[src/rtl/audio_output_spi.sv]
// Playback path: accepts signed samples, reduces them to DAC depth in offset-binary and shifts
// a 16-bit frame to a SPI voltage DAC, then pulses LDAC. Define AUDIO_OUTPUT_SPI_ROUND_EN to round.
module audio_output_spi #(
  parameter int unsigned bit_depth    = 12,
  parameter int unsigned target_depth = 16,
  parameter int unsigned clk_div      = 4,
  parameter logic [3:0]  cfg_bits     = 4'b0011
) (
  input  logic                    clk,
  input  logic                    rst_n,
  input  logic [target_depth-1:0] i_sample,
  input  logic                    i_valid,
  output logic                    o_ready,
  output logic                    o_sclk,
  output logic                    o_mosi,
  output logic                    o_cs_n,
  output logic                    o_ldac_n
);

  localparam int unsigned Shift = target_depth - bit_depth;
  localparam int unsigned CntW  = (clk_div > 1) ? $clog2(clk_div) : 1;
  localparam logic [CntW-1:0] CntMax = CntW'(clk_div - 1);

  typedef enum logic [1:0] {StIdle, StShift, StGap, StLatch} state_e;

  state_e          state_q, state_d;
  logic [CntW-1:0] cnt_q, cnt_d;
  logic [3:0]      bit_q, bit_d;
  logic [15:0]     frame_q, frame_d;
  logic            sclk_q, sclk_d;
  logic            mosi_q, mosi_d;
  logic            cs_n_q, cs_n_d;
  logic            ldac_n_q, ldac_n_d;
  logic            ready_q, ready_d;

  // Sample conversion
  logic signed [target_depth-1:0] pre_shift;
  logic [bit_depth-1:0]           d_val;
  logic [bit_depth-1:0]           u_val;
  logic [11:0]                    data_field;
  logic [15:0]                    frame;

`ifdef AUDIO_OUTPUT_SPI_ROUND_EN
  localparam int unsigned RoundAdd = (Shift > 0) ? (1 << (Shift - 1)) : 0;
  logic signed [target_depth:0] sum;
  assign sum = {i_sample[target_depth-1], i_sample} + (target_depth + 1)'(RoundAdd);
  // Adding a non-negative constant can only overflow upward; clamp to positive full scale.
  assign pre_shift = (sum[target_depth] != sum[target_depth-1]) ?
                     {1'b0, {(target_depth - 1){1'b1}}} : sum[target_depth-1:0];
`else
  assign pre_shift = i_sample;
`endif

  // Low bit_depth bits of (pre_shift >>> Shift) are exactly the top bit_depth bits.
  assign d_val = pre_shift[target_depth-1 -: bit_depth];

  always_comb begin
    u_val = d_val;
    u_val[bit_depth-1] = ~d_val[bit_depth-1];
  end

  assign data_field = 12'(u_val) << (12 - bit_depth);
  assign frame      = {cfg_bits, data_field};

  always_ff @(posedge clk or negedge rst_n) begin
    if (!rst_n) begin
      state_q  <= StIdle;
      cnt_q    <= '0;
      bit_q    <= '0;
      frame_q  <= '0;
      sclk_q   <= 1'b0;
      mosi_q   <= 1'b0;
      cs_n_q   <= 1'b1;
      ldac_n_q <= 1'b1;
      ready_q  <= 1'b1;
    end else begin
      state_q  <= state_d;
      cnt_q    <= cnt_d;
      bit_q    <= bit_d;
      frame_q  <= frame_d;
      sclk_q   <= sclk_d;
      mosi_q   <= mosi_d;
      cs_n_q   <= cs_n_d;
      ldac_n_q <= ldac_n_d;
      ready_q  <= ready_d;
    end
  end

  always_comb begin
    state_d  = state_q;
    cnt_d    = cnt_q;
    bit_d    = bit_q;
    frame_d  = frame_q;
    sclk_d   = sclk_q;
    mosi_d   = mosi_q;
    cs_n_d   = cs_n_q;
    ldac_n_d = ldac_n_q;
    ready_d  = ready_q;
    unique case (state_q)
      StIdle: begin
        if (i_valid) begin
          state_d = StShift;
          frame_d = frame;
          cnt_d   = '0;
          bit_d   = 4'd15;
          sclk_d  = 1'b0;
          cs_n_d  = 1'b0;
          mosi_d  = frame[15];
          ready_d = 1'b0;
        end
      end
      StShift: begin
        if (cnt_q == CntMax) begin
          cnt_d = '0;
          if (!sclk_q) begin
            sclk_d = 1'b1;
          end else begin
            sclk_d = 1'b0;
            if (bit_q == 4'd0) begin
              cs_n_d  = 1'b1;
              mosi_d  = 1'b0;
              state_d = StGap;
            end else begin
              bit_d  = bit_q - 4'd1;
              mosi_d = frame_q[bit_q - 4'd1];
            end
          end
        end else begin
          cnt_d = cnt_q + CntW'(1);
        end
      end
      StGap: begin
        if (cnt_q == CntMax) begin
          cnt_d    = '0;
          ldac_n_d = 1'b0;
          state_d  = StLatch;
        end else begin
          cnt_d = cnt_q + CntW'(1);
        end
      end
      StLatch: begin
        if (cnt_q == CntMax) begin
          cnt_d    = '0;
          ldac_n_d = 1'b1;
          ready_d  = 1'b1;
          state_d  = StIdle;
        end else begin
          cnt_d = cnt_q + CntW'(1);
        end
      end
      default: state_d = StIdle;
    endcase
  end

  assign o_ready  = ready_q;
  assign o_sclk   = sclk_q;
  assign o_mosi   = mosi_q;
  assign o_cs_n   = cs_n_q;
  assign o_ldac_n = ldac_n_q;

endmodule

[config.mk]
export PLATFORM = sky130hd
export DESIGN_NAME = audio_output_spi
export DESIGN_NICKNAME = d
export VERILOG_FILES = /design/src/rtl/audio_output_spi.sv
export SDC_FILE = /design/constraint.sdc
export NUM_CORES = 1
export LEC_CHECK = 0
export BUFFER_PORTS_ARGS = -buffer_cell sky130_fd_sc_hd__buf_2
export CAP_MARGIN = 20
export CORE_MARGIN = 10
export CORE_UTILIZATION = 49
export CTS_CLUSTER_SIZE = 10
export DETAILED_ROUTE_END_ITERATION = 10
export MAX_ROUTING_LAYER = met4
export PLACE_DENSITY = 0.79
export REMOVE_ABC_BUFFERS = 1
export SETUP_SLACK_MARGIN = 0.3
export SYNTH_ARGS = -nofsm -noshare
export SYNTH_HDL_FRONTEND = slang
export SYNTH_SLANG_ARGS = --single-unit
[constraint.sdc]
create_clock -name clk -period 1.95 [get_ports clk]
set_input_delay 0.195 -clock clk [delete_from_list [all_inputs] [get_ports clk]]
set_output_delay 0.195 -clock clk [all_outputs]
set_load 0.02 [all_outputs]
Yosys cells after proc, flatten, opt, wreduce, memory -nomap -nowiden
Cells that the tools add are included.
{"block": "totals", "output_inout_bits": 5, "input_bits": 19, "elab_cells": 71, "ff_bits": 26}
{"block": "op_classes", "order_cmp": 1, "mux": 33, "addsub": 2, "n_eq_ne": 11, "bitwise": 1, "reduce_logical": 14}
{"operator": "2-bit 2-to-1 mux", "count": 8}
{"operator": "4-bit 2-to-1 mux", "count": 4}
{"operator": "2-bit != test (second input constant)", "count": 7}
{"operator": "1-bit 2-to-1 mux", "count": 12}
{"operator": "1-bit one-hot mux with 2 select lines", "count": 5}
{"operator": "5-bit AND reduction", "count": 2}
{"operator": "3-bit AND reduction", "count": 3}
{"operator": "2-bit one-hot mux with 4 select lines", "count": 1}
{"operator": "4-bit one-hot mux with 2 select lines", "count": 1}
{"operator": "2-bit equality test (second input constant)", "count": 3}
{"operator": "6-bit AND reduction", "count": 1}
{"operator": "2-bit nonzero test", "count": 3}
{"operator": "4-bit by 5-bit < comparator with 1-bit output (second input constant)", "count": 1}
{"operator": "1-bit binary-select mux with 4-bit select", "count": 1}
{"operator": "4-bit logical NOT", "count": 1}
{"operator": "2-bit one-hot mux with 2 select lines", "count": 1}
{"operator": "4-bit AND reduction", "count": 1}
{"operator": "4-bit by 1-bit subtractor with 4-bit output (second input constant)", "count": 1}
{"operator": "3-bit OR reduction", "count": 1}
{"operator": "2-bit by 1-bit adder with 2-bit output (second input constant)", "count": 1}
{"operator": "2-bit by 1-bit equality test with 1-bit output (second input constant)", "count": 1}
{"operator": "2-bit logical NOT", "count": 1}
{"operator": "2-bit AND reduction", "count": 1}
{"operator": "1-bit inverter", "count": 1}

Logic depth before layout (Yosys ltp)
Gate-level depths: netlist (run 1).
{"block": "depth", "depth_word": 7, "ltp_mapped": 8, "depth_no_buf": 6}

Worst setup path before layout (run 1)
OpenSTA, ideal clock, no wires.
{"block": "synth_path", "path_type": "reg2reg", "from": "reg state_q[0]", "to": "reg mosi_q (netlist: o_mosi)", "path_stages_with_launch": 9, "t_arrival_ps": 1846, "n_path_buf": 2, "required_time_ps": 1884, "path_slack_ps": 39, "period_less_slack_ps": 1911, "setup_ps": 66, "path_cell_list": "dfrtp_1 -> inv_1 -> ha_1 -> nor2b_1 -> buf_6 -> or4_4 -> buf_6 -> a31oi_1 -> a22o_1"}
{"block": "synth_between", "elab_chain_len": 3, "elab_cells_between_ends": 8, "classes_between": "eq/ne: 4; mux: 1; reduce/logical: 3"}
{"item": "from (decl)", "line": "26", "rtl": "state_e state_q, state_d;"}
{"item": "from (signal assigned)", "line": "67", "rtl": "state_q <= StIdle;"}
{"item": "from (signal assigned)", "line": "77", "rtl": "state_q <= state_d;"}
{"item": "2-bit by 1-bit equality test with 1-bit output or 2-bit logical NOT (tied branches)", "line": "99", "rtl": "unique case (state_q)"}
{"item": "2-bit != test (no line) or 2-bit nonzero test (tied branches)"}
{"item": "4-bit AND reduction (no line)"}
{"item": "to (signal assigned)", "line": "82", "rtl": "mosi_q <= mosi_d;"}
{"item": "to (decl)", "line": "31", "rtl": "logic mosi_q, mosi_d;"}
Several ways; a longest one is shown, not always the timed one.
A chain may end at the register's enable or synchronous reset.

Final worst setup path (run 1)
{"block": "layout_path", "from": "reg bit_q[0]", "to": "reg mosi_q (netlist: o_mosi)"}
{"block": "layout_between", "elab_chain_len": 7, "elab_cells_between_ends": 8, "classes_between": "add/sub: 1; mux: 6; reduce/logical: 1"}
{"item": "from (decl)", "line": "28", "rtl": "logic [3:0] bit_q, bit_d;"}
{"item": "from (signal assigned)", "line": "79", "rtl": "bit_q <= bit_d;"}
{"item": "4-bit by 1-bit subtractor with 4-bit output", "line": "125", "rtl": "mosi_d = frame_q[bit_q - 4'd1];"}
{"item": "1-bit binary-select mux with 4-bit select", "line": "125"}
{"item": "1-bit 2-to-1 mux (implied by the code)", "line": "125"}
{"item": "1-bit 2-to-1 mux *", "line": "119", "rtl": "if (bit_q == 4'd0) begin"}
{"item": "1-bit 2-to-1 mux *", "line": "115", "rtl": "if (!sclk_q) begin"}
{"item": "1-bit 2-to-1 mux *", "line": "113", "rtl": "if (cnt_q == CntMax) begin"}
{"item": "1-bit one-hot mux with 2 select lines *", "line": "99"}
Mark *: on every way between the ends. The rest lies on a longest branch, timed or not. The select of a mux whose other input is x is not followed.

==> results by group, run 1 <==
Timing
  • Worst clock skew: 0.00591 ns
  • Final hold violation count: 0
  • Slew Limit Headroom: 62.0%
  • Slew Limit Fails: 0
  • Slew of the pin with the lowest slew margin: 0.569 ns
  • Final TNS setup: 0 ns
  • Crit path time final: 1.79 ns
  • Fin Hold WS: 0.0872 ns
  • Crit share post-route: 91.6%
  • RSZ-0062 raised after global routing: true
  • Final setup viols: 0
  • Fmax: 0.560 GHz

Worst setup path
  • Req. time, crit path: 2.17 ns
  • Worst EP arrival: 2.01 ns
  • Crit Path Category: flip-flop to flip-flop
  • Worst Setup End Kind: flip-flop
  • Cell family with most CP delay: multiplexers
  • Crit-path cells: buf_4, mux4_2, nor2b_4, a211o_1, a22o_1
  • Worst Path Buf+Inv: 1
  • CP max FO: 4
  • CP startpoint kind: flip-flop
  • Crit-path slowest cell: mux4_2
  • Max stage delay on crit path: 0.50 ns

Clock tree
  • Clk Latency, worst-skew pair: 0.31 ns
  • Cts bufs inserted: 3
  • CTS tree: done
  • Clock Tree Buf Depth: 2
  • Clock root buffer: clkbuf_4
  • CTS Sinks: 26
  • H-tree levels: 1
  • Clock Pin Slew Worst Setup and Hold Paths: 0.14 ns

Detailed routing
  • Via/cell ratio: 5.76
  • DRC: 0
  • Wire per inst: 17.0 um
  • DRT iter0 DRCs: 91
  • Vias: 1,019
  • DRT antenna net count: 0
  • DRT Wirelength: 3000 um
  • Pre-Repair DR Iteration Count: 5

Pwr
  • P_int: 1570 uW
  • Clock share of power: 9.5%
  • PD cells: 1490 nW/um^2
  • Combinational share of power: 55.1%
  • Sequential share of power: 35.5%
  • Total Power: 2480 uW
  • Net Sw Frac: 36.6%
  • Peak supply drop: 1.16 mV
  • Psw: 908 uW
  • Leakage power: 0.000750 uW

Synthesis
  • Avg Inst Size Synth: 11.7 sq um
  • Synth Register Bits: 26
  • Post-Syn Area: 1340 sq um
  • Synth unique cells: 32
  • Seq/Total Area, Yosys: 49.0%
  • Mapped Cells: 114
  • YS warnings: 0

Floorplanning
  • Starting Density: 52.5%
  • Core area: 2540 sq um
  • Die width: 72.2 um
  • Rows: 18
  • Die height: 72.2 um
  • DIE AREA: 5210 sq um
  • # IOs: 24

Placement
  • Buffers on Ports: 19
  • GPL Wtd Cong: 0.871
  • Placed Instances: 165
  • Hpwl dp: 2040 um
  • Post-DP Area: 1480 sq um

Layout
  • NumNets Final: 174
  • Synth-to-Final Area Change: 25.0%
  • Non-Filler Instances: 177
  • Post-route cell area: 1670 sq um
  • Diodes inserted: 0
  • Layout cells sized above 1: 49.7%

GRT
  • Largest net degree at the start of global routing: 27
  • First-pass GRT wire length: 5070 um
  • Total track usage: 12.1%
  • Grt ovf: 0
  • Initial antenna violation count: 0
  • Vias in the first global route: 1,067

Run status
  • Outcome: finished clean

Flow run
  • Max Cap Viol: 0

Worst hold path
  • Hold crit path type: input pin to flip-flop
## timing repair
| action | CTS | global route |
|---|---|---|
| hold endpoints to repair | 23 | 0 |
| pin swaps | 2 | 3 |
| hold buffers | 1 | 0 |
| resized for setup | 14 | 12 |
| setup endpoints to repair | 19 | 19 |
| setup buffers | 5 | 2 |
## path summary, 6_finish.rpt
| check | startpoint | slack, ns | depth (start not counted) | endpoint |
|---|---|---|---|---|
| max | bit_q[0] | 0.16 | 5 | o_mosi |
| min | i_sample[15] | 0.09 | 2 | frame_q[11] |
| max reg2reg | bit_q[0] | 0.16 | 5 | o_mosi |
| min reg2reg | frame_q[12] | 0.49 | 1 | frame_q[12] |
| max in group asynchronous | rst_n | 1.18 | 2 | o_cs_n |
| min in group asynchronous | rst_n | 0.39 | 2 | frame_q[10] |
## per-stage QoR
step	utilization [%]	setup slack, ns
after CTS	63.5	0.201
after global placement	58.2	0.111
after global routing	65.6	0.0984
after floorplan	-	0.0818
final	65.6	0.164
after detailed placement	58.2	0.0751
## placed cells by master (no fill, tap or decap), types with 3 or more instances in the layout
cell      instances
inv_2             4
ha_1              4
inv_1             4
buf_4            11
dfrtp_1          23
mux2_2           11
clkbuf_4          3
buf_2            19
nand2_1           6
a21oi_1           6
nor2b_1           3
nor2_1            3
mux2i_1           3
dfstp_2           3
o21ai_0           4
mux4_2            3
## power groups by stage
stage | sequential [uW] | clock (uW) | combinational [uW]
6_report | 880 | 235 | 1370
5_1_grt | 907 | 263 | 1470
4_1_cts | 880 | 241 | 1240
3_5_place_dp | 908 | 0 | 1000
3_3_place_gp | 887 | 0 | 943
2_1_floorplan | 904 | 0 | 708
## cells in the mapped netlist, drive strengths merged
cell / n / share of area [%]
mux2i: 3 / 2.2
nor2b: 5 / 2.3
nor2: 5 / 1.4
nor4: 1 / 0.47
dfstp: 3 / 5.9
o221ai: 1 / 0.66
xnor2: 2 / 1.3
o31ai: 1 / 0.56
a31oi: 1 / 0.47
nor3: 1 / 0.37
nand2: 8 / 2.2
o221a: 1 / 0.84
clkbuf: 1 / 0.28
nand2b: 2 / 0.94
buf: 3 / 2.1
a211oi: 1 / 0.56
nand3b: 1 / 0.56
o21ai: 6 / 2.2
a22o: 2 / 1.3
a21oi: 8 / 3.0
dfrtp: 23 / 43
or4: 1 / 0.84
a211o: 1 / 0.66
inv: 8 / 2.2
mux4: 3 / 5.1
ha: 7 / 6.6
mux2: 12 / 10
a21o: 1 / 0.56
nor3b: 1 / 0.56
o22ai: 1 / 0.47
## sequential cells by signal (all words and copies together) (netlist names)
| register | count |
|---|---|
| o_cs_n | 1 |
| o_ready | 1 |
| o_ldac_n | 1 |
| cnt_q | 2 |
| o_sclk | 1 |
| o_mosi | 1 |
| state_q | 2 |
| bit_q | 4 |
| frame_q | 13 |
## layer usage
metal	wire, um	vias to the layer above	GRT usage (%)	part of all wire, %
met5	0	-	-	0
met4	31	0	2.80	1.0
met3	117	6	2.59	3.9
met2	1550	26	20.5	52
met1	1300	513	14.3	43
li1	-	474	-	-
## layout make-up
| type | count | area (sq um) |
|---|---|---|
| Fill cell | 199 | 876 |
| Multi-Input combinational cell | 76 | 711 |
| Sequential cell | 26 | 654 |
| Timing Repair Buffer | 33 | 210 |
| Tap cell | 30 | 37.5 |
| Inverter | 8 | 30.0 |
| Clock buffer | 4 | 26.3 |
## cell families (layout without fill, tap and decap cells)
kind of cell | after synthesis | in the layout | synth area share (%)
compound gates | 24 | 24 | 11.3
xor+xnor | 2 | 2 | 1.31
fa+ha+maj | 7 | 7 | 6.56
buf+inv | 12 | 45 | 4.59
flops | 26 | 26 | 49.0
mux | 18 | 18 | 17.4
simple gates | 25 | 25 | 9.75
Power figures use the tool's default switching activity.
==> run 2: changes to the inputs <==
Settings changed: ABC_AREA set to 1.
==> results by group, run 2 <==
Synthesis
  • Ys flop type: dfrtp_1 (unchanged)
  • Synth area leaders: dfrtp_1 41%, nand2_1 11%, mux2_2 6.5% (was dfrtp_1 43%, mux2_2 10%, ha_1 6.6%)
  • Synth unique cells: 24 (was 32)
  • Yosys top cell area share: 41.3% (was 43.1%)
  • Commonest cells post-synth: 40 x nand2_1, 23 x dfrtp_1, 20 x inv_1, 12 x nand3_1, 12 x nor2_1 (was 23 x dfrtp_1, 12 x mux2_2, 8 x a21oi_1, 8 x inv_1, 8 x nand2_1)
  • Synth Register Bits: 26 (unchanged)
  • Leading area contributor after synthesis: dfrtp_1 (unchanged)
  • Seq/Total Area, Yosys: 46.9% (was 49.0%)
  • Mapped Cells: 162 (was 114)
  • Most instantiated library cell after synthesis: nand2_1 (was dfrtp_1)
  • YS warnings: 0 (unchanged)
  • Avg Inst Size Synth: 8.61 sq um (was 11.7 sq um)
  • Post-synth EDFFs: 0 (unchanged)
  • Post-Syn Area: 1400 sq um (was 1340 sq um)
  • Post-synth ARST share: 100% (unchanged)

Worst setup path
  • Crit-path slowest cell: dfrtp_2 (was mux4_2)
  • Req. time, crit path: 2.23 ns (was 2.17 ns)
  • Cell family with most CP delay: flip-flops (was multiplexers)
  • Max stage delay on crit path: 0.50 ns (about the same)
  • Worst Path Buf+Inv: 2 (was 1)
  • Crit Path Category: flip-flop to flip-flop (unchanged)
  • CP startpoint kind: flip-flop (unchanged)
  • Most frequent cell on the critical path: nand2_1
  • Flop2flop setup slack: 0.41 ns (was 0.16 ns)
  • CP max FO: 9 (was 4)
  • Worst Setup End Kind: flip-flop (unchanged)
  • Crit-path cells: inv_6, ha_1, inv_1, nand3_1, nand2_1, nand2_1, nand2_1, nand3_1, nand2_1 (was buf_4, mux4_2, nor2b_4, a211o_1, a22o_1)
  • Worst EP arrival: 1.82 ns (was 2.01 ns)

Floorplanning
  • Core area: 2730 sq um (was 2540 sq um)
  • Rows: 19 (was 18)
  • Starting Density: 51.0% (was 52.5%)
  • # IOs: 24 (unchanged)
  • DIE AREA: 5380 sq um (was 5210 sq um)
  • Die height: 73.4 um (was 72.2 um)
  • Die width: 73.4 um (was 72.2 um)

GRT
  • Met2 Use GR: 16.3% (was 20.5%)
  • Grt ovf: 0 (unchanged)
  • Global route hottest layer: met2 (unchanged)
  • Initial antenna violation count: 0 (unchanged)
  • Largest net degree at the start of global routing: 27 (unchanged)
  • First-pass GRT wire length: 4430 um (was 5070 um)
  • Vias in the first global route: 1,093 (was 1,067)
  • Met3 Use GR: 2.15% (was 2.59%)
  • Met1 Use GR: 12.2% (was 14.3%)
  • Total track usage: 10.5% (was 12.1%)

Clock tree
  • CTS tree: done (unchanged)
  • H-tree levels: 1 (unchanged)
  • CTS Sinks: 26 (unchanged)
  • Clock Tree Buf Depth: 2 (unchanged)
  • Clk Latency, worst-skew pair: 0.32 ns (was 0.31 ns)
  • Clock Pin Slew Worst Setup and Hold Paths: 0.13 ns (was 0.14 ns)
  • Cts bufs inserted: 3 (unchanged)
  • Post-CTS Setup Bufs: 0 (was 5)
  • Clock root buffer: clkbuf_4 (unchanged)

Timing
  • Slew Limit Headroom: 62.4% (was 62.0%)
  • Worst clock skew: 0.00124 ns (was 0.00591 ns)
  • Crit share post-route: 79.2% (was 91.6%)
  • Fmax: 0.648 GHz (was 0.560 GHz)
  • Final hold violation count: 0 (unchanged)
  • RSZ-0062 raised after global routing: false (was true)
  • Crit path time final: 1.54 ns (was 1.79 ns)
  • Slew of the pin with the lowest slew margin: 0.564 ns (was 0.569 ns)
  • Final TNS setup: 0 ns (unchanged)
  • Final setup viols: 0 (unchanged)
  • Slew Limit Fails: 0 (unchanged)

Layout
  • Most common cell after layout, fill and taps aside: nand2_1 (was dfrtp_1)
  • Biggest register: frame_q (unchanged)
  • Most frequent cells in the layout: 40 x nand2_1, 22 x dfrtp_1, 20 x inv_1, 19 x buf_2 (was 23 x dfrtp_1, 19 x buf_2, 11 x mux2_2, 11 x buf_4)
  • Synth-to-Final Area Change: 11.1% (was 25.0%)
  • Diodes inserted: 0 (unchanged)
  • Largest registers: frame_q: 13 flops, bit_q: 4 flops (unchanged)
  • Layout cells sized above 1: 27.7% (was 49.7%)
  • Fillers: 219 (was 199)
  • Non-Filler Instances: 215 (was 177)
  • Largest register FFs: 13 (unchanged)
  • NumNets Final: 211 (was 174)

Placement
  • Hpwl dp: 1970 um (was 2040 um)
  • Placed Instances: 210 (was 165)
  • GPL Wtd Cong: 0.828 (was 0.871)
  • Buffers on Ports: 19 (unchanged)

Pwr
  • Leakage power: 0.000808 uW (was 0.000750 uW)
  • Peak supply drop: 0.957 mV (was 1.16 mV)
  • Net Sw Frac: 44.4% (was 36.6%)
  • P_int: 1380 uW (was 1570 uW)
  • Clock share of power: 9.4% (was 9.5%)
  • Combinational share of power: 52.2% (was 55.1%)
  • Total Power: 2490 uW (was 2480 uW)
  • Sequential share of power: 38.4% (was 35.5%)
  • PD cells: 1600 nW/um^2 (was 1490 nW/um^2)
  • Psw: 1100 uW (was 908 uW)

Detailed routing
  • Pre-Repair DR Iteration Count: 4 (was 5)
  • DRC: 0 (unchanged)
  • Wire per inst: 11.8 um (was 17.0 um)
  • DRT antenna net count: 0 (unchanged)
  • Via/cell ratio: 4.95 (was 5.76)
  • Vias: 1,065 (was 1,019)
  • DRT Wirelength: 2540 um (was 3000 um)
  • DRT iter0 DRCs: 40 (was 91)

Flow run
  • Max Cap Viol: 0 (unchanged)

Run status
  • Outcome: finished clean (unchanged)

Worst hold path
  • Hold crit path type: input pin to flip-flop (unchanged)
-- run 2: cell types whose count changed in the layout (fill, tap and decap cells not counted), sizes merged, moves of 4 or more --
cell and change:
buf -13, inv +17, mux2 -4, nand2 +37, nand3 +13, nor2 +10, nor2b -5, o21ai +4
-- run 2: worst reg2reg max path, cell delays in order (launching register included) --
cell,delay [ns]
dfrtp_2,0.50
inv_6,0.07
ha_1,0.36
inv_1,0.15
nand3_1,0.10
nand2_1,0.07
nand2_1,0.05
nand2_1,0.06
nand3_1,0.08
nand2_1,0.06
-- run 2: worst paths after layout --
| check | start | end | depth (start not counted) |
|---|---|---|---|
| worst min register to register | o_ldac_n | o_ldac_n | 2 |
| worst max register to register | bit_q[0] | o_mosi | 9 |
| max in group asynchronous | rst_n | bit_q[0] | 2 |
| worst min-delay path | i_sample[15] | frame_q[11] | 2 |
| worst max-delay path | bit_q[0] | o_mosi | 9 |
| min in group asynchronous | rst_n | state_q[1] | 2 |
-- run 2: through the flow --
step / utilization [%] / setup WS, ns / hold slack (ns) / instance area, sq um
global placement: 55.3 / 0.360 / 0.208 / 1510
floorplan: - / 0.514 / -0.101 / 1380
finish: 56.7 / 0.406 / 0.0408 / 1550
global route: 56.7 / 0.305 / 0.0140 / 1550
detailed placement: 55.3 / 0.335 / 0.220 / 1510
CTS: 56.7 / 0.305 / 0.0401 / 1550
-- run 2: power by group through the flow --
stage / sequential [uW] / clock [uW] / combinational (uW)
6_report: 954 / 235 / 1300
5_1_grt: 980 / 267 / 1490
3_5_place_dp: 963 / 0 / 1300
3_3_place_gp: 949 / 0 / 1240
4_1_cts: 951 / 238 / 1310
2_1_floorplan: 968 / 0 / 1010
-- run 2: per-layer routing --
layer / wire length, um / vias up / share of wire [%]
met4: 70 / 0 / 2.8
met3: 66 / 7 / 2.6
met2: 1210 / 16 / 48
met5: 0 / - / 0
li1: - / 554 / -
met1: 1190 / 488 / 47
-- run 2: final cells by class --
class                   count  area [sq um]  area share [%]
flip-flops and latches     26           656            42.3
multi-input cells         108           621            40.0
clock buffers               4          26.3            1.69
repair buffers             20           105            6.78
well taps                  31          38.8            2.50
inverters                  26           104            6.70
-- run 2: kinds of logic (layout without fill, tap and decap cells) --
| kind of cell | count (synthesis) | after routing | synth area share [%] |
|---|---|---|---|
| AND/OR/NAND/NOR | 75 | 75 | 25.0 |
| buffers and inverters | 28 | 50 | 8.61 |
| flip-flops | 26 | 26 | 46.9 |
| AO/OA/AOI/OAI | 18 | 18 | 6.73 |
| multiplexers | 8 | 8 | 6.46 |
| adder cells (fa/ha/maj) | 7 | 7 | 6.28 |
-- run 2: repair_timing --
action / in CTS / in global routing
endpoints found under the hold margin: 23 / 0
hold buffers: 1 / 0
setup endpoints to repair: 0 / 6
resized for setup: 0 / 1
==> run 3: changes to the inputs <==
Settings changed: CORE_UTILIZATION 49 to 55, PLACE_DENSITY 0.79 to 0.83.
Clock period 1.95 ns to 1.6 ns, I/O delays scaled along.
==> results by group, run 3 (synthesis gave the netlist of run 2 again) <==
Floorplanning
  • Die width: 70.4 um (was 73.4 um)
  • DIE AREA: 4950 sq um (was 5380 sq um)
  • Starting Density: 56.8% (was 51.0%)
  • Rows: 18 (was 19)
  • # IOs: 24 (unchanged)
  • Core area: 2450 sq um (was 2730 sq um)
  • Die height: 70.4 um (was 73.4 um)

Detailed routing
  • DRT Wirelength: 3440 um (was 2540 um)
  • Pre-Repair DR Iteration Count: 4 (unchanged)
  • Vias: 1,199 (was 1,065)
  • DRT iter0 DRCs: 65 (was 40)
  • Via/cell ratio: 5.31 (was 4.95)
  • DRT antenna net count: 0 (unchanged)
  • Wire per inst: 15.2 um (was 11.8 um)
  • DRC: 0 (unchanged)

Worst setup path
  • CP startpoint kind: flip-flop (unchanged)
  • Most frequent cell on the critical path: inv_4 (was nand2_1)
  • Worst Path Buf+Inv: 3 (was 2)
  • Req. time, crit path: 1.83 ns (was 2.23 ns)
  • Reg2Reg Depth: 10 (was 9)
  • Worst EP arrival: 1.71 ns (was 1.82 ns)
  • Flop2flop setup slack: 0.11 ns (was 0.41 ns)
  • CP max FO: 4 (was 9)
  • Reg2reg start: state_q[0] (was bit_q[0])
  • Crit-path slowest cell: dfrtp_2 (unchanged)
  • Crit Path Category: flip-flop to flip-flop (unchanged)
  • Cell family with most CP delay: flip-flops (unchanged)
  • Max stage delay on crit path: 0.47 ns (was 0.50 ns)
  • Crit-path cells: inv_4, ha_4, inv_4, nor2_4, inv_4, nand2_4, nor2_4, nand2_4, nor2_2, a21oi_1 (was inv_6, ha_1, inv_1, nand3_1, nand2_1, nand2_1, nand2_1, nand3_1, nand2_1)
  • Worst Setup End Kind: flip-flop (unchanged)
  • Worst R2R End: bit_q[1] (was o_mosi)

Layout
  • Diodes inserted: 0 (unchanged)
  • Layout cells sized above 1: 44.4% (was 27.7%)
  • Largest registers: frame_q: 13 flops, bit_q: 4 flops (unchanged)
  • Synth-to-Final Area Change: 27.9% (was 11.1%)
  • NumNets Final: 223 (was 211)
  • Most common cell after layout, fill and taps aside: nand2_1 (unchanged)
  • Most frequent cells in the layout: 35 x nand2_1, 22 x dfrtp_1, 19 x buf_2, 15 x inv_1, 12 x buf_4 (was 40 x nand2_1, 22 x dfrtp_1, 20 x inv_1, 19 x buf_2)
  • Largest register FFs: 13 (unchanged)
  • Biggest register: frame_q (unchanged)

Clock tree
  • Cts bufs inserted: 3 (unchanged)
  • Clock root buffer: clkbuf_4 (unchanged)
  • CTS tree: done (unchanged)
  • Clk Latency, worst-skew pair: 0.35 ns (was 0.32 ns)
  • CTS Sinks: 26 (unchanged)
  • Clock Pin Slew Worst Setup and Hold Paths: 0.15 ns (was 0.13 ns)
  • Clock Tree Buf Depth: 2 (unchanged)
  • H-tree levels: 1 (unchanged)

Timing
  • Final setup viols: 0 (unchanged)
  • Setup slack after layout: 0.113 ns (was 0.406 ns)
  • Crit share post-route: 93.0% (was 79.2%)
  • Crit path time final: 1.49 ns (was 1.54 ns)
  • Slew Limit Fails: 0 (unchanged)
  • Fmax: 0.672 GHz (was 0.648 GHz)
  • Slew of the pin with the lowest slew margin: 0.592 ns (was 0.564 ns)
  • Fin Hold WS: -0.0222 ns (was 0.0408 ns)
  • Final hold violation count: 1 (was 0)
  • Slew Limit Headroom: 60.5% (was 62.4%)
  • RSZ-0062 raised after global routing: true (was false)
  • Final TNS setup: 0 ns (unchanged)
  • Worst clock skew: 0.0194 ns (was 0.00124 ns)

GRT
  • First-pass GRT wire length: 5330 um (was 4430 um)
  • Total track usage: 13.2% (was 10.5%)
  • Vias in the first global route: 1,234 (was 1,093)
  • Largest net degree at the start of global routing: 27 (unchanged)
  • Grt ovf: 0 (unchanged)
  • Initial antenna violation count: 0 (unchanged)

Worst hold path
  • Hold crit path type: input pin to flip-flop (unchanged)
  • Hold Path Depth: 2 (unchanged)
  • Hold_sp: i_sample[15] (unchanged)
  • WHS Endpoint: frame_q[11] (unchanged)

Pwr
  • Peak supply drop: 1.57 mV (was 0.957 mV)
  • Total Power: 3860 uW (was 2490 uW)
  • PD cells: 2160 nW/um^2 (was 1600 nW/um^2)
  • Leakage power: 0.000883 uW (was 0.000808 uW)

Flow run
  • Max Cap Viol: 0 (unchanged)

Run status
  • Violated checks: hold timing
  • Outcome: complete, but fails checks (was finished clean)

Placement
  • GPL Wtd Cong: 0.833 (was 0.828)
  • Post-Place Setup Slack: 0.0992 ns (was 0.335 ns)
  • Hpwl dp: 2220 um (was 1970 um)
  • Buffers on Ports: 19 (unchanged)
## run 3: changes by cell type in the layout (fill, tap and decap cells not counted), sizes merged
cell  delta
buf     +12
## run 3: layout make-up
type,count,area (sq um)
Fill cell,171,671
Sequential cell,26,656
Multi-Input combinational cell,108,754
Clock buffer,4,26.3
Tap cell,30,37.5
Inverter,26,115
Timing Repair Buffer,32,195
## run 3: routing by layer
layer,track usage [%],up-vias,part of all wire [%]
met3,1.98,17,3.4
met4,6.14,0,3.6
met5,-,-,0
met2,23.4,38,52
met1,14.0,565,41
li1,-,579,-
## run 3: worst max-delay path by stage
stage | start | end | cells past startpoint
final | state_q[0] | bit_q[1] | 10
after global routing | state_q[0] | bit_q[1] | 10
after CTS | state_q[0] | state_q[0] | 10
after detailed placement | state_q[0] | o_mosi | 11
after global placement | bit_q[0] | o_mosi | 8
after floorplan | bit_q[0] | o_mosi | 8
## run 3: what timing repair did
action | in CTS | in global routing
hold buffers | 1 | 0
gates resized for setup | 21 | 20
hold endpoints to repair | 23 | 0
gates cloned | 0 | 0
pin swaps | 6 | 5
setup buffers | 7 | 3
setup endpoints to repair | 23 | 24
## run 3: where the power goes
group / switching [uW] / leakage [uW] / internal (uW)
sequential: 202 / 0.000295 / 964
clock: 208 / 0.0000150 / 98.4
combinational: 1400 / 0.000573 / 995
## run 3: metrics by stage
| stage | cells | utilization, % | area, sq um | hold WS, ns |
|---|---|---|---|---|
| final | 226 | 72.7 | 1780 | -0.0222 |
| after global routing | 226 | 72.7 | 1780 | 0.0177 |
| after floorplan | 160 | - | 1380 | -0.136 |
| after detailed placement | 211 | 62.2 | 1530 | 0.190 |
| after global placement | 211 | 62.2 | 1530 | 0.178 |
| after CTS | 223 | 68.9 | 1690 | 0.000806 |
